**config.mk**
```make
export PLATFORM = sky130hd
export DESIGN_NAME = nand_logic_unit
export DESIGN_NICKNAME = d
export VERILOG_FILES = /design/src/rtl/nand_logic_pkg.sv /design/src/rtl/nand_bitwise_core.sv /design/src/rtl/nand_logic_unit.sv
export SDC_FILE = /design/constraint.sdc
export NUM_CORES = 1
export LEC_CHECK = 0
export ABC_AREA = 1
export CAP_MARGIN = 0
export CORE_MARGIN = 2
export CORE_UTILIZATION = 56
export DETAILED_ROUTE_END_ITERATION = 6
export PLACE_DENSITY = 0.86
export SETUP_SLACK_MARGIN = 0.02
export SYNTH_ARGS = -nofsm -noshare
export SYNTH_HDL_FRONTEND = slang
export SYNTH_SLANG_ARGS = --single-unit
```
**constraint.sdc**
```tcl
create_clock -name clk -period 3.2 [get_ports clk]
set_clock_uncertainty 0.1 [all_clocks]
set_input_delay 0.48 -clock clk [delete_from_list [all_inputs] [get_ports clk]]
set_output_delay 0.48 -clock clk [all_outputs]
set_load 0.01 [all_outputs]
```
**src/rtl/nand_logic_pkg.sv**
```systemverilog
// Shared definitions for the NAND-only logic unit: operation encoding and its width.
package nand_logic_pkg;

  localparam int OP_W = 3;

  typedef enum logic [OP_W-1:0] {
    OP_NOT  = 3'd0,
    OP_NAND = 3'd1,
    OP_AND  = 3'd2,
    OP_OR   = 3'd3,
    OP_NOR  = 3'd4,
    OP_XOR  = 3'd5,
    OP_XNOR = 3'd6,
    OP_PASS = 3'd7
  } op_e;

endpackage

```
**src/rtl/nand_bitwise_core.sv**
```systemverilog
// Combinational WIDTH-bit logic core; every operation is derived from 2-input NAND gates,
// with a final mux picking the requested operation.
module nand_gate (
  input  logic a,
  input  logic b,
  output logic y
);
  assign y = ~(a & b);
endmodule

module nand_bitwise_core
  import nand_logic_pkg::*;
#(
  parameter int WIDTH = 8
) (
  input  logic [WIDTH-1:0] a,
  input  logic [WIDTH-1:0] b,
  input  logic [OP_W-1:0]  op,
  output logic [WIDTH-1:0] y
);

  logic [WIDTH-1:0] not_a, not_b, nand_ab, and_ab, or_ab, nor_ab;
  logic [WIDTH-1:0] xor_l, xor_r, xor_ab, xnor_ab, pass_a;

  genvar gi;
  generate
    for (gi = 0; gi < WIDTH; gi++) begin : g_bit
      nand_gate u_not_a  (.a(a[gi]),       .b(a[gi]),       .y(not_a[gi]));
      nand_gate u_not_b  (.a(b[gi]),       .b(b[gi]),       .y(not_b[gi]));
      nand_gate u_nand   (.a(a[gi]),       .b(b[gi]),       .y(nand_ab[gi]));
      nand_gate u_and    (.a(nand_ab[gi]), .b(nand_ab[gi]), .y(and_ab[gi]));
      nand_gate u_or     (.a(not_a[gi]),   .b(not_b[gi]),   .y(or_ab[gi]));
      nand_gate u_nor    (.a(or_ab[gi]),   .b(or_ab[gi]),   .y(nor_ab[gi]));
      // Classic 4-NAND XOR reuses the shared NAND(a,b) term.
      nand_gate u_xor_l  (.a(a[gi]),       .b(nand_ab[gi]), .y(xor_l[gi]));
      nand_gate u_xor_r  (.a(b[gi]),       .b(nand_ab[gi]), .y(xor_r[gi]));
      nand_gate u_xor    (.a(xor_l[gi]),   .b(xor_r[gi]),   .y(xor_ab[gi]));
      nand_gate u_xnor   (.a(xor_ab[gi]),  .b(xor_ab[gi]),  .y(xnor_ab[gi]));
      nand_gate u_pass   (.a(not_a[gi]),   .b(not_a[gi]),   .y(pass_a[gi]));
    end
  endgenerate

  always_comb begin
    y = '0;
    case (op_e'(op))
      OP_NOT:  y = not_a;
      OP_NAND: y = nand_ab;
      OP_AND:  y = and_ab;
      OP_OR:   y = or_ab;
      OP_NOR:  y = nor_ab;
      OP_XOR:  y = xor_ab;
      OP_XNOR: y = xnor_ab;
      OP_PASS: y = pass_a;
      default: y = '0;
    endcase
  end

endmodule

```
**src/rtl/nand_logic_unit.sv**
```systemverilog
// Pipelined NAND-based logic unit: valid/ready handshake, registered result and zero flag,
// accumulator operand and a saturating count of accepted beats.
module nand_logic_unit
  import nand_logic_pkg::*;
#(
  parameter int WIDTH   = 8,
  parameter int COUNT_W = 16
) (
  input  logic               clk,
  input  logic               rst,
  input  logic               in_valid,
  output logic               in_ready,
  input  logic [WIDTH-1:0]   inA,
  input  logic [WIDTH-1:0]   inB,
  input  logic [OP_W-1:0]    op,
  input  logic               acc_sel,
  input  logic               acc_clear,
  output logic               out_valid,
  input  logic               out_ready,
  output logic [WIDTH-1:0]   outY,
  output logic               zero,
  output logic [COUNT_W-1:0] xfer_count
);

  localparam logic [COUNT_W-1:0] CNT_MAX = '1;
  localparam logic [COUNT_W-1:0] CNT_ONE = COUNT_W'(1);

  logic [WIDTH-1:0]   out_y_reg, acc_reg, operand_b, result;
  logic               out_valid_reg, zero_reg;
  logic [COUNT_W-1:0] count_reg;
  logic               accept;

  // The output stage can take a new beat when empty or when it drains this cycle.
  assign in_ready  = !out_valid_reg || out_ready;
  assign accept    = in_valid && in_ready;
  assign operand_b = acc_sel ? (acc_clear ? '0 : acc_reg) : inB;

  nand_bitwise_core #(.WIDTH(WIDTH)) u_core (
    .a  (inA),
    .b  (operand_b),
    .op (op),
    .y  (result)
  );

  always_ff @(posedge clk) begin
    if (rst) begin
      out_y_reg     <= '0;
      out_valid_reg <= 1'b0;
      zero_reg      <= 1'b0;
      acc_reg       <= '0;
      count_reg     <= '0;
    end else if (accept) begin
      out_y_reg     <= result;
      out_valid_reg <= 1'b1;
      zero_reg      <= (result == '0);
      acc_reg       <= result;
      if (count_reg != CNT_MAX) count_reg <= count_reg + CNT_ONE;
    end else begin
      if (out_ready) out_valid_reg <= 1'b0;
      if (acc_clear) acc_reg <= '0;
    end
  end

  assign outY       = out_y_reg;
  assign out_valid  = out_valid_reg;
  assign zero       = zero_reg;
  assign xfer_count = count_reg;

endmodule
```
# After elaboration in Yosys (flattened, before gate mapping)
# Cells that the tools add are included.
[totals]
output_inout_bits = 27
ff_bits = 34
[classes]
n_addsub = 1
reduce_logical = 7
n_mux = 6
n_bitwise = 96
eq_ne = 8
[op_table]
columns = ["op", "count"]
rows = [
  ["8-bit one-hot mux with 8 select lines", 1],
  ["1-bit inverter", 56],
  ["1-bit AND", 40],
  ["8-bit 2-to-1 mux", 3],
  ["16-bit by 1-bit adder with 16-bit output (second input constant)", 1],
  ["16-bit != test (second input constant)", 1],
  ["3-bit equality test (second input constant)", 4],
  ["8-bit logical NOT", 1],
  ["3-bit by 2-bit equality test with 1-bit output (second input constant)", 2],
  ["3-bit by 1-bit equality test with 1-bit output (second input constant)", 1],
  ["3-bit logical NOT", 1],
  ["1-bit 2-to-1 mux", 2],
  ["2-bit AND reduction", 1],
  ["2-bit nonzero test", 1],
  ["1-bit logical AND", 1],
  ["1-bit logical NOT", 1],
  ["1-bit logical OR", 1],
]

# Depth between registers and ports, before layout
# Gate-level depths: netlist (run 1).
[depth]
depth_word = 10
depth_mapped = 17

# Hierarchy
# From an unflattened synthesis (run 1), not the netlist that was laid out.
[unflattened]
hier_cells = 478
hier_area_um2 = 2762.6
[modules_own_cells]
columns = ["module", "area_each_um2", "seq_area_each_um2", "instances", "cells_per_inst"]
rows = [
  ["nand_logic_unit", 1747.9, 680.7, 1, 252],
  ["nand_bitwise_core", 684.4, 0.0, 1, 138],
  ["nand_gate", 3.8, 0.0, 88, 1],
]

# Worst setup path before layout (run 1)
# OpenSTA, ideal clock, no wires.
[synth_path]
path_type = "input-to-reg"
startpoint = "input acc_clear"
endpoint = "register zero_reg, in the netlist zero"
n_path_buf = 0
arrival_time_ps = 1867
setup_time_ps = 70
path_slack_ps = 1162
cell_stages = 12
cell_sequence = "inv_1 -> nand2_1 -> o21ai_0 -> inv_1 -> ha_1 -> nand4_1 -> nand2_1 -> nor3_1 -> nand4_1 -> nor2_1 -> nand2_1 -> a21oi_1"
[synth_via]
elab_chain_cells = 10
[synth_lines]
columns = ["item", "line", "rtl"]
rows = [
  ["start: declaration", "nand_logic_unit.sv:17", "input logic acc_clear,"],
  ["8-bit 2-to-1 mux *", "n/a", ""],
  ["8-bit 2-to-1 mux *", "nand_logic_unit.sv:36", "assign operand_b = acc_sel ? (acc_clear ? '0 : acc_reg) : inB;"],
  ["1-bit AND", "nand_bitwise_core.sv:8", "assign y = ~(a & b);"],
  ["1-bit inverter", "nand_bitwise_core.sv:8", ""],
  ["1-bit AND", "nand_bitwise_core.sv:8", ""],
  ["1-bit inverter", "nand_bitwise_core.sv:8", ""],
  ["1-bit AND", "nand_bitwise_core.sv:8", ""],
  ["1-bit inverter", "nand_bitwise_core.sv:8", ""],
  ["8-bit one-hot mux with 8 select lines *", "nand_bitwise_core.sv:45", "case (op_e'(op))"],
  ["8-bit logical NOT *", "nand_logic_unit.sv:55", "zero_reg <= (result == '0);"],
  ["end signal: assignment", "nand_logic_unit.sv:55", ""],
  ["end: declaration", "nand_logic_unit.sv:29", "logic out_valid_reg, zero_reg;"],
]
# Every way passes the cells marked *; elsewhere a longest branch is shown, timed or not.
# A chain may end at the register's enable or synchronous reset.

# Worst setup path in the final report (run 1)
[layout_path]
startpoint = "input acc_sel"
endpoint = "register zero_reg, in the netlist zero"
[layout_via]
elab_chain_cells = 9
[layout_lines]
columns = ["item", "line", "rtl"]
rows = [
  ["start: declaration", "nand_logic_unit.sv:16", "input logic acc_sel,"],
  ["8-bit 2-to-1 mux *", "nand_logic_unit.sv:36", ""],
  ["1-bit AND", "nand_bitwise_core.sv:8", ""],
  ["1-bit inverter", "nand_bitwise_core.sv:8", ""],
  ["1-bit AND", "nand_bitwise_core.sv:8", ""],
  ["1-bit inverter", "nand_bitwise_core.sv:8", ""],
  ["1-bit AND", "nand_bitwise_core.sv:8", ""],
  ["1-bit inverter", "nand_bitwise_core.sv:8", ""],
  ["8-bit one-hot mux with 8 select lines *", "nand_bitwise_core.sv:45", ""],
  ["8-bit logical NOT *", "nand_logic_unit.sv:55", ""],
]
# Marked as above.

==> summary.txt, run 1 <==
Yosys
  • Instance count of the mapped netlist: 403
  • Count of cell types in the netlist: 28
  • Synthesized area per cell: 6.29 µm²
  • Share of synthesized area occupied by flip-flops and latches: 0.269
  • Count of yosys warnings during synthesis: 0
  • Mapped Nets: 445
  • Ranking of synthesized cells by area: dfxtp_1, nand2_1, inv_1
  • Dominant cell type by area after synthesis: dfxtp_1
  • Area of the mapped netlist: 2530 µm²
  • Post-synth EDFFs: 0
  • Most instantiated library cell after synthesis: nand2_1
  • Share of flip-flops with an asynchronous set or reset: 0
  • Most frequent cells after synthesis: nand2_1, inv_1, dfxtp_1
  • Top cell type's share of synthesized area: 0.269
  • Flip-flop and latch count after synthesis: 34
  • Most instantiated flip-flop cell in the synthesis netlist: dfxtp_1

Clock tree
  • Max Buffers Root-to-Sink: 2
  • Clock Latency Late Sink: 0.28 ns
  • Number of clock buffers inserted by TritonCTS: 5
  • Total clock sinks: 34
  • Reg clk slew, reported paths: roughly 0.07 ns
  • Maximum level of the CTS H-tree: 2
  • CTS tree: done
  • Buffer cell driving the clock tree root: clkbuf_8
  • Post CTS Setup Buffer Count: 0
  • Hold-fix buffer count after cts: 0
  • Resized cells post-CTS: 0

Floorplan
  • Y dimension of the die: 71.3 µm
  • Starting utilization of the core area: 0.582
  • Core region area: 4350 µm²
  • Die X-Extent: 71.3 µm
  • I/O pin total: 52
  • Area enclosed by the die boundary: 5080 µm²
  • Rows: 24

Global route
  • First-pass GRT wire length: between 10,000 and 15,000 µm
  • Most heavily used metal layer in global routing: met2
  • GRT met3 Usage: 0.0605
  • Number of antenna violations at the first check in global routing: 0
  • Total routing resource utilization after global routing: 0.262
  • Maximum number of pins on one net before global-route repair: 21
  • Met2 usage in global routing: 0.477
  • Vias in the first global route: between 2,000 and 3,000
  • GRT overflow: 0
  • Met1 demand-to-capacity share in global routing: 0.295

Worst hold path
  • Class of the most critical hold timing path: reg -> reg
  • Cell depth of the worst hold path: 2
  • Hold Path Origin: outY[1]

Placed design
  • Final estimated routing congestion in global placement: approximately 0.87
  • Count of input and output buffers: 51
  • Half-perimeter wire length after placement: 4830 µm

Finish
  • Area overhead of the layout relative to synthesis: 24.8%
  • Ant. Diodes: 0
  • Number of nets in the finished design: 494
  • Multi-input gate area: between 1000 and 1500 µm²
  • Core Util, Final: 0.726
  • Sequential cell area: 681 µm²
  • Share of layout cells above drive strength 1: 0.0530
  • FILL cells: approximately 360
  • Number of flip-flops under the largest register name: 16

STA
  • Unrepaired setup endpoints after global routing: no
  • Hold Violations, Final: 0
  • Final period demand of the worst path: 2.64 ns
  • Final setup violation count: 0
  • Slew headroom: 0.638
  • Worst-Margin Slew: 0.542 ns
  • Share of the clock period used by the worst path: 0.825
  • Setup TNS: 0 ns
  • Pins Over Slew Limit: 0
  • Achievable Freq: 379 MHz

Worst setup path
  • Worst setup path category: in -> reg
  • Critical Path End Type: register
  • Crit path DAT: 2.76 ns
  • Crit Path Max Fanout: 15
  • Endpoint required time on the critical path: between 3 and 4 ns
  • CP Launch Point: acc_sel
  • Sort of element at the start of the critical path: primary input
  • Depth of the worst register-to-register path: 9
  • Launching point of the worst reg2reg path: xfer_count[1]

Drt
  • Residual DRC count: 0
  • Pre-Repair DR Iteration Count: 4
  • Via total after detailed routing: 2,747
  • Number of vias per cell: around 5.4
  • Post-Route WL: 6520 µm
  • Drt wl/cell: 12.9 µm
  • Detailed Route Iter0 Violations: between 100 and 150
  • Remaining antenna violation count after routing: 0

Run
  • MaxCap Viol Count: 0

Pwr
  • Power per cell area: 344 nW/µm²
  • Leakage power total: 1.45 nW
  • Worst supply voltage drop on vdd: 0.361 mV

Outcome
  • Result of the run: finished clean
-- report_power, final --
part           switching [mW]  internal [mW]
logic                   0.141          0.103
registers              0.0102          0.442
clock network           0.159          0.233
total                   0.310          0.778
-- placed cells by master (no fill, tap or decap), types with 2 or more instances in the layout --
cell | netlist | routed
buf_4 | 3 | 5
ha_1 | 17 | 17
a21oi_1 | 30 | 30
inv_1 | 69 | 69
o21ai_0 | 29 | 29
nand4_1 | 22 | 22
nand2_2 | 2 | 2
xor2_1 | 5 | 5
inv_4 | 2 | 2
dfxtp_1 | 34 | 34
nor3_1 | 8 | 8
clkbuf_1 | 5 | 2
nor2_1 | 31 | 31
nor2_2 | 2 | 2
nand2_1 | 95 | 95
nand3_1 | 24 | 24
clkdlybuf4s50_1 | 0 | 51
clkbuf_8 | 0 | 5
nand3_2 | 4 | 4
o21ai_1 | 7 | 7
-- cell families (layout without fill, tap and decap cells) --
kind of cell	count (synthesis)	count (layout)	synth area share
AND/OR/NAND/NOR	191	191	0.343
flip-flops	34	34	0.269
buffers and inverters	86	136	0.144
AO/OA/AOI/OAI	68	68	0.136
multiplexers	1	1	0.00395
XOR/XNOR	6	6	0.0207
adder cells (fa/ha/maj)	17	17	0.0839
-- final timing paths --
kind | endpoint | slack [ns]
worst max-delay path | zero | 0.56
worst min-delay path | outY[1] | 0.37
worst min register to register | outY[1] | 0.37
worst max register to register | xfer_count[12] | 1.06
-- critical path: stages --
cell and delay, ns:
clkdlybuf4s50_1 0.63, o21ai_0 0.52, inv_1 0.09, ha_1 0.32, inv_1 0.04, nand4_1 0.06, nand2_1 0.05, nor2_1 0.08
nand2_1 0.08, nand2_1 0.06, nand3_1 0.08, nor2_1 0.10, nand2_1 0.05, a21oi_1 0.10
-- layout make-up --
| class | count | share of cell area |
|---|---|---|
| well taps | 52 | 0.0206 |
| clock buffers | 7 | 0.0241 |
| clock inverters | 1 | 0.00949 |
| inverters | 72 | 0.0870 |
| flip-flops and latches | 34 | 0.215 |
| repair buffers | 56 | 0.173 |
| multi-input cells | 283 | 0.470 |
-- layer usage --
| metal | share of wire | vias up |
|---|---|---|
| met4 | 0.022 | 0 |
| met5 | 0 | - |
| met1 | 0.41 | 1229 |
| li1 | - | 1394 |
| met2 | 0.50 | 109 |
| met3 | 0.064 | 15 |
-- stage by stage --
stage / hold slack (ns) / area, µm² / cells / setup slack [ns] / total power [mW]
3_5_place_dp: 0.355 / 3060 / 497 / 0.306 / 0.702
4_1_cts: 0.369 / 3160 / 505 / 0.599 / 1.09
2_1_floorplan: 0.390 / 2530 / 403 / 1.16 / 0.611
3_3_place_gp: 0.354 / 3060 / 497 / 0.408 / 0.697
5_1_grt: 0.402 / 3160 / 505 / 0.394 / 1.14
6_report: 0.371 / 3160 / 505 / 0.560 / 1.09
No activity file was read; power rests on OpenSTA's default activity.
==> run 2, diff against run 1 <==
Settings changed: CORE_UTILIZATION 56 to 52, PLACE_DENSITY 0.86 to 0.81.
Clock period 3.2 ns to 2.6 ns, I/O delays scaled along.
==> run 2 against run 1 <==
Flip-flop and latch count did not move; largest power group unchanged; global-route usage down 0.50 points; cell area increased by 2.3%; power up 24%; register-to-register slack worse by 0.61 ns; combinational power up 28%; non-clock buffer count up 5; die area up 7.3%; count of clock-buffer cells in the layout unchanged; sequential power rose by 23%; hold slack is essentially flat; cell count grew 4.0%.
==> summary.txt, run 2 (synthesized netlist as in run 1, its figures left out) <==
STA
  • Worst-case hold slack: 0.371 ns (+0.0000900 ns)
  • Final Worst Setup Slack: 0.243 ns (-0.317 ns)
  • Unrepaired setup endpoints after global routing: no
  • Slew headroom: 0.684 (+0.0462)
  • Hold Violations, Final: 0 (unchanged)
  • Worst-Margin Slew: 0.474 ns (-0.0682 ns)
  • Share of the clock period used by the worst path: 0.906
  • Final period demand of the worst path: between 2 and 2.5 ns
  • Pins Over Slew Limit: 0 (unchanged)
  • Achievable Freq: 424 MHz
  • Final setup violation count: 0 (unchanged)

Finish
  • Number of flip-flops under the largest register name: 16 (unchanged)
  • Sequential cell area: 681 µm² (unchanged)
  • Ant. Diodes: 0 (unchanged)
  • Area overhead of the layout relative to synthesis: 27.7%
  • Multi-input gate area: 1490 µm² (+0.25%)
  • FILL cells: 441 (+21%)
  • Share of layout cells above drive strength 1: 0.0677 (+0.0147)
  • Commonest cells after routing, fill and taps aside: nand2_1, inv_1, clkdlybuf4s50_1
  • Most common cell after layout, fill and taps aside: nand2_1
  • Number of nets in the finished design: 499 (+1.0%)

Worst setup path
  • Endpoint required time on the critical path: 2.65 ns (-0.67 ns)
  • Critical Path End Type: register
  • Reg2reg end: xfer_count[12]
  • Worst setup path category: in -> reg
  • Register-to-register setup slack: 0.45 ns (-0.61 ns)
  • Crit Path Max Fanout: 14 (-1)
  • Launching point of the worst reg2reg path: xfer_count[1]
  • Crit path DAT: 2.41 ns (-0.35 ns)
  • Sort of element at the start of the critical path: primary input
  • Depth of the worst register-to-register path: 9 (unchanged)

Drt
  • Residual DRC count: 0 (unchanged)
  • Post-Route WL: 6480 µm (-0.55%)
  • Detailed Route Iter0 Violations: 148 (unchanged)
  • Drt wl/cell: 12.3 µm (-4.3%)
  • Number of vias per cell: 5.31 (-2.3%)
  • Remaining antenna violation count after routing: 0 (unchanged)
  • Via total after detailed routing: 2,790 (+1.6%)
  • Pre-Repair DR Iteration Count: 5 (+1)

Clock tree
  • Buffer cell driving the clock tree root: clkbuf_8
  • Clock Latency Late Sink: 0.29 ns (about the same)
  • CTS tree: done
  • Reg clk slew, reported paths: 0.07 ns (about the same)
  • Number of clock buffers inserted by TritonCTS: 5 (unchanged)
  • Max Buffers Root-to-Sink: 2 (unchanged)
  • Total clock sinks: 34 (unchanged)
  • Hold-fix buffer count after cts: 0 (unchanged)
  • Maximum level of the CTS H-tree: 2 (unchanged)

Worst hold path
  • Cell depth of the worst hold path: 2 (unchanged)
  • Class of the most critical hold timing path: reg -> reg
  • Hold Path Origin: outY[1]
  • End point of the worst hold path: outY[1]

Floorplan
  • I/O pin total: 52 (unchanged)
  • Starting utilization of the core area: 0.536 (-0.0455)
  • Core region area: 4720 µm² (+8.5%)
  • Die X-Extent: 73.8 µm (+3.6%)
  • Rows: 25 (+4.2%)
  • Y dimension of the die: 73.8 µm (+3.6%)
  • Area enclosed by the die boundary: 5450 µm² (+7.3%)

Global route
  • Vias in the first global route: 2,549 (-2.0%)
  • Total routing resource utilization after global routing: 0.257 (-0.00498)
  • First-pass GRT wire length: 11,100 µm (+2.4%)
  • Number of antenna violations at the first check in global routing: 0 (unchanged)
  • Maximum number of pins on one net before global-route repair: 24 (+14%)
  • GRT overflow: 0 (unchanged)

Placed design
  • Pre-CTS setup slack: -0.142 ns (-0.448 ns)
  • Final estimated routing congestion in global placement: 0.907 (+4.6%)
  • Count of input and output buffers: 51 (unchanged)
  • Half-perimeter wire length after placement: 4900 µm (+1.4%)

Pwr
  • Leakage power total: 1.48 nW (+2.1%)
  • Power per cell area: 417 nW/µm² (+21%)
  • Worst supply voltage drop on vdd: 0.538 mV (+49%)

Outcome
  • Result of the run: finished clean

Run
  • MaxCap Viol Count: 0 (unchanged)
run 2: metal layers:
| layer | vias up | routed length [µm] | global-route usage |
|---|---|---|---|
| met2 | 106 | 3290 | 0.462 |
| met4 | 0 | 105 | 0.0848 |
| li1 | 1413 | - | - |
| met3 | 15 | 364 | 0.0466 |
| met1 | 1256 | 2720 | 0.306 |
| met5 | - | 0 | 0 |
run 2: critical path, cell delays in order:
cell,delay (ns)
clkdlybuf4s50_1,0.42
buf_4,0.19
o21ai_0,0.27
inv_1,0.08
ha_1,0.30
inv_1,0.04
nand4_1,0.07
nand2_1,0.06
nor2_1,0.10
nand2_1,0.07
o21ai_0,0.28
a21oi_1,0.13
run 2: worst max-delay path by stage:
stage | start | end | slack [ns]
after floorplan | acc_clear | zero | 0.65
after global placement | acc_clear | zero | 0.006
after detailed placement | acc_sel | zero | -0.14
after CTS | acc_sel | zero | 0.15
after global routing | acc_sel | zero | 0.02
final | acc_sel | outY[0] | 0.24
run 2: where the power goes:
part | internal (mW) | switching (mW)
combinational | 0.135 | 0.177
sequential | 0.544 | 0.0121
clock | 0.287 | 0.195
total | 0.965 | 0.384
run 2: layout make-up:
type | instances | area share
flip-flops and latches | 34 | 0.210
repair buffers | 61 | 0.185
clock buffers | 7 | 0.0236
well taps | 67 | 0.0259
multi-input cells | 283 | 0.461
inverters | 72 | 0.0851
clock inverters | 1 | 0.00928
run 2: stage by stage:
| step | util | power, mW | setup TNS (ns) | std cells | instance area, µm² |
|---|---|---|---|---|---|
| after floorplan | - | 0.752 | 0 | 403 | 2530 |
| after global placement | 0.662 | 0.868 | 0 | 517 | 3130 |
| after detailed placement | 0.662 | 0.876 | -0.294 | 517 | 3130 |
| after CTS | 0.684 | 1.35 | 0 | 525 | 3230 |
| after global routing | 0.685 | 1.42 | 0 | 525 | 3240 |
| final | 0.685 | 1.35 | 0 | 525 | 3240 |
run 2: timing repair:
action,in CTS,in global routing
buffers inserted,0,0
resized for setup,0,5
setup endpoints to repair,0,3
==> run 3, diff against run 2 <==
Settings changed: CORE_UTILIZATION 52 to 45, PLACE_DENSITY 0.81 to 0.72.
==> run 3 against run 2 <==
Maximum frequency up 3.0%; sequential share of layout area decreased by 0.16 points; cell area increased by 0.77%; combinational power increased by 3%; core utilization down 8.9 points; clock power fell by 23%; global-route usage decreased by 3.5 points; first-iteration DRC count fell by 25%; critical endpoint is now acc_reg[0].
==> summary.txt, run 3 (synthesized netlist as in run 1, its figures left out) <==
Outcome
  • Result of the run: finished clean

Worst hold path
  • Class of the most critical hold timing path: reg -> reg
  • Hold Path Origin: outY[2]

Clock tree
  • Number of clock buffers inserted by TritonCTS: 5 (unchanged)
  • Total clock sinks: 34 (unchanged)
  • CTS tree: done
  • Max Buffers Root-to-Sink: 2 (unchanged)
  • Reg clk slew, reported paths: 0.06 ns (about the same)
  • Buffer cell driving the clock tree root: clkbuf_8
  • Maximum level of the CTS H-tree: 2 (unchanged)
  • Hold-fix buffer count after cts: 0 (unchanged)
  • Clock Latency Late Sink: 0.28 ns (about the same)

Drt
  • Number of vias per cell: 5.12 (-3.6%)
  • Drt wl/cell: 12.2 µm (-0.84%)
  • Remaining antenna violation count after routing: 0 (unchanged)
  • Via total after detailed routing: 2,741 (-1.8%)
  • Detailed Route Iter0 Violations: 111 (-25%)
  • Residual DRC count: 0 (unchanged)
  • Post-Route WL: 6550 µm (+1.0%)
  • Pre-Repair DR Iteration Count: 4 (-1)

Pwr
  • Power per cell area: 382 nW/µm² (-8.4%)
  • Leakage power total: 1.50 nW (+1.9%)
  • Switching part of the total power: 0.305 (+0.0204)
  • Proportion of power drawn by the clock network: 0.296 (-0.061)
  • Combinational fraction of design power: 0.258 (+0.027)
  • Psw: 0.379 mW (-1.1%)
  • Internal power: 0.865 mW (-10%)
  • Part of the power in registers: 0.446 (+0.034)
  • Worst supply voltage drop on vdd: 0.330 mV (-39%)
  • Power consumption: 1.24 mW (-7.7%)

Global route
  • GRT overflow: 0 (unchanged)
  • Total routing resource utilization after global routing: 0.223 (-0.0349)
  • First-pass GRT wire length: 11,300 µm (+1.9%)
  • Maximum number of pins on one net before global-route repair: 24 (unchanged)
  • Vias in the first global route: 2,526 (-0.90%)
  • Number of antenna violations at the first check in global routing: 0 (unchanged)

STA
  • Worst-case hold slack: 0.368 ns (-0.00342 ns)
  • Slew headroom: 0.684 (about the same)
  • Worst-Margin Slew: 0.473 ns (-0.000246 ns)
  • Final setup violation count: 0 (unchanged)
  • Hold Violations, Final: 0 (unchanged)
  • Final Worst Setup Slack: 0.311 ns (+0.0677 ns)
  • Achievable Freq: 437 MHz (+3.0%)
  • Pins Over Slew Limit: 0 (unchanged)
  • Share of the clock period used by the worst path: 0.880 (-0.0261)
  • Final period demand of the worst path: 2.29 ns (-0.0677 ns)
  • Unrepaired setup endpoints after global routing: no

Placed design
  • Count of input and output buffers: 51 (unchanged)
  • Cell count after placement: 527 (+1.9%)
  • Pre-CTS setup slack: -0.153 ns (-0.0108 ns)
  • Half-perimeter wire length after placement: 5080 µm (+3.8%)
  • Placement-stage cell area: 3170 µm² (+1.4%)
  • Final estimated routing congestion in global placement: 0.939 (+3.6%)

Worst setup path
  • Launching point of the worst reg2reg path: xfer_count[1]
  • Endpoint required time on the critical path: 2.66 ns (about the same)
  • Crit path DAT: 2.35 ns (-0.06 ns)
  • CP Launch Point: acc_clear
  • Critical Path End Type: register
  • Sort of element at the start of the critical path: primary input
  • Worst setup path category: in -> reg
  • Crit Path Max Fanout: 8 (-6)

Floorplan
  • Rows: 27 (+8.0%)
  • I/O pin total: 52 (unchanged)
  • Starting utilization of the core area: 0.463 (-0.0735)
  • Area enclosed by the die boundary: 6250 µm² (+15%)
  • Core region area: 5470 µm² (+16%)
  • Y dimension of the die: 79.0 µm (+7.1%)
  • Die X-Extent: 79.0 µm (+7.1%)

Finish
  • Ant. Diodes: 0 (unchanged)
  • Number of flip-flops under the largest register name: 16 (unchanged)
  • Area overhead of the layout relative to synthesis: 28.7%
  • Most common cell after layout, fill and taps aside: nand2_1
  • FILL cells: 553 (+25%)
  • Final non-filler cell area: 3260 µm² (+0.77%)
  • Share of layout cells above drive strength 1: 0.0799 (+0.0122)
  • Commonest cells after routing, fill and taps aside: nand2_1, inv_1, clkdlybuf4s50_1
  • Final standard cell count with taps included and fillers excluded: 535 (+1.9%)
  • Number of nets in the finished design: 505 (+1.2%)

Run
  • MaxCap Viol Count: 0 (unchanged)
## run 3: cell count changes in the layout (fill, tap and decap cells not counted)
cell             before  now
o21ai_1               9   10
inv_2                 2    1
dlymetal6s2s_1        0    1
buf_4                 9   15
clkbuf_1              2    0
inv_4                 2    3
clkinv_2              0    2
bufinv_16             1    0
clkdlybuf4s50_1      51   50
o21ai_2               1    0
## run 3: worst max-delay path, stage by stage
cell	delay, ns
clkdlybuf4s50_1	0.44
inv_4	0.11
nand2_1	0.05
inv_1	0.06
nand2_1	0.04
o21ai_1	0.11
inv_1	0.08
ha_1	0.29
inv_1	0.04
nand4_1	0.07
nand2_1	0.05
nor2_1	0.11
nand2_1	0.10
o21ai_0	0.19
buf_4	0.15
a21oi_1	0.05
## run 3: layout make-up
class	instances	area [µm²]	area share
clock buffer	5	68.8	0.0211
clock inverter	2	10.0	0.00307
inverter	72	278	0.0852
multi-input combinational	283	1490	0.456
sequential	34	681	0.209
tap	72	90.1	0.0276
timing repair buffer	67	646	0.198
## run 3: metal layers
layer / global-route usage / up-vias / wire length, µm
li1: - / 1413 / -
met1: 0.270 / 1242 / 2800
met2: 0.397 / 78 / 3370
met3: 0.0398 / 8 / 305
met4: 0.0690 / 0 / 71
met5: 0 / - / 0
## run 3: stage by stage
stage	util	TNS, ns
after floorplan	-	0
after global placement	0.579	-0.236
after detailed placement	0.579	-0.486
after CTS	0.594	0
after global routing	0.596	0
final	0.596	0
## run 3: final timing paths
check	slack, ns	to	depth (start not counted)
worst max-delay path	0.31	acc_reg[0]	16
worst min-delay path	0.37	outY[2]	2
worst max register to register	0.46	xfer_count[12]	9
worst min register to register	0.37	outY[2]	2
## run 3: power by group through the flow
stage	Sequential (mW)	Combinational [mW]	Clock, mW
2_1_floorplan	0.573	0.180	0
3_3_place_gp	0.567	0.310	0
3_5_place_dp	0.567	0.317	0
4_1_cts	0.555	0.317	0.382
5_1_grt	0.558	0.361	0.411
6_report	0.555	0.321	0.368
## run 3: what timing repair did
item,CTS,global route
setup endpoints to repair,0,4
resized for setup,0,6
buffers inserted,0,1
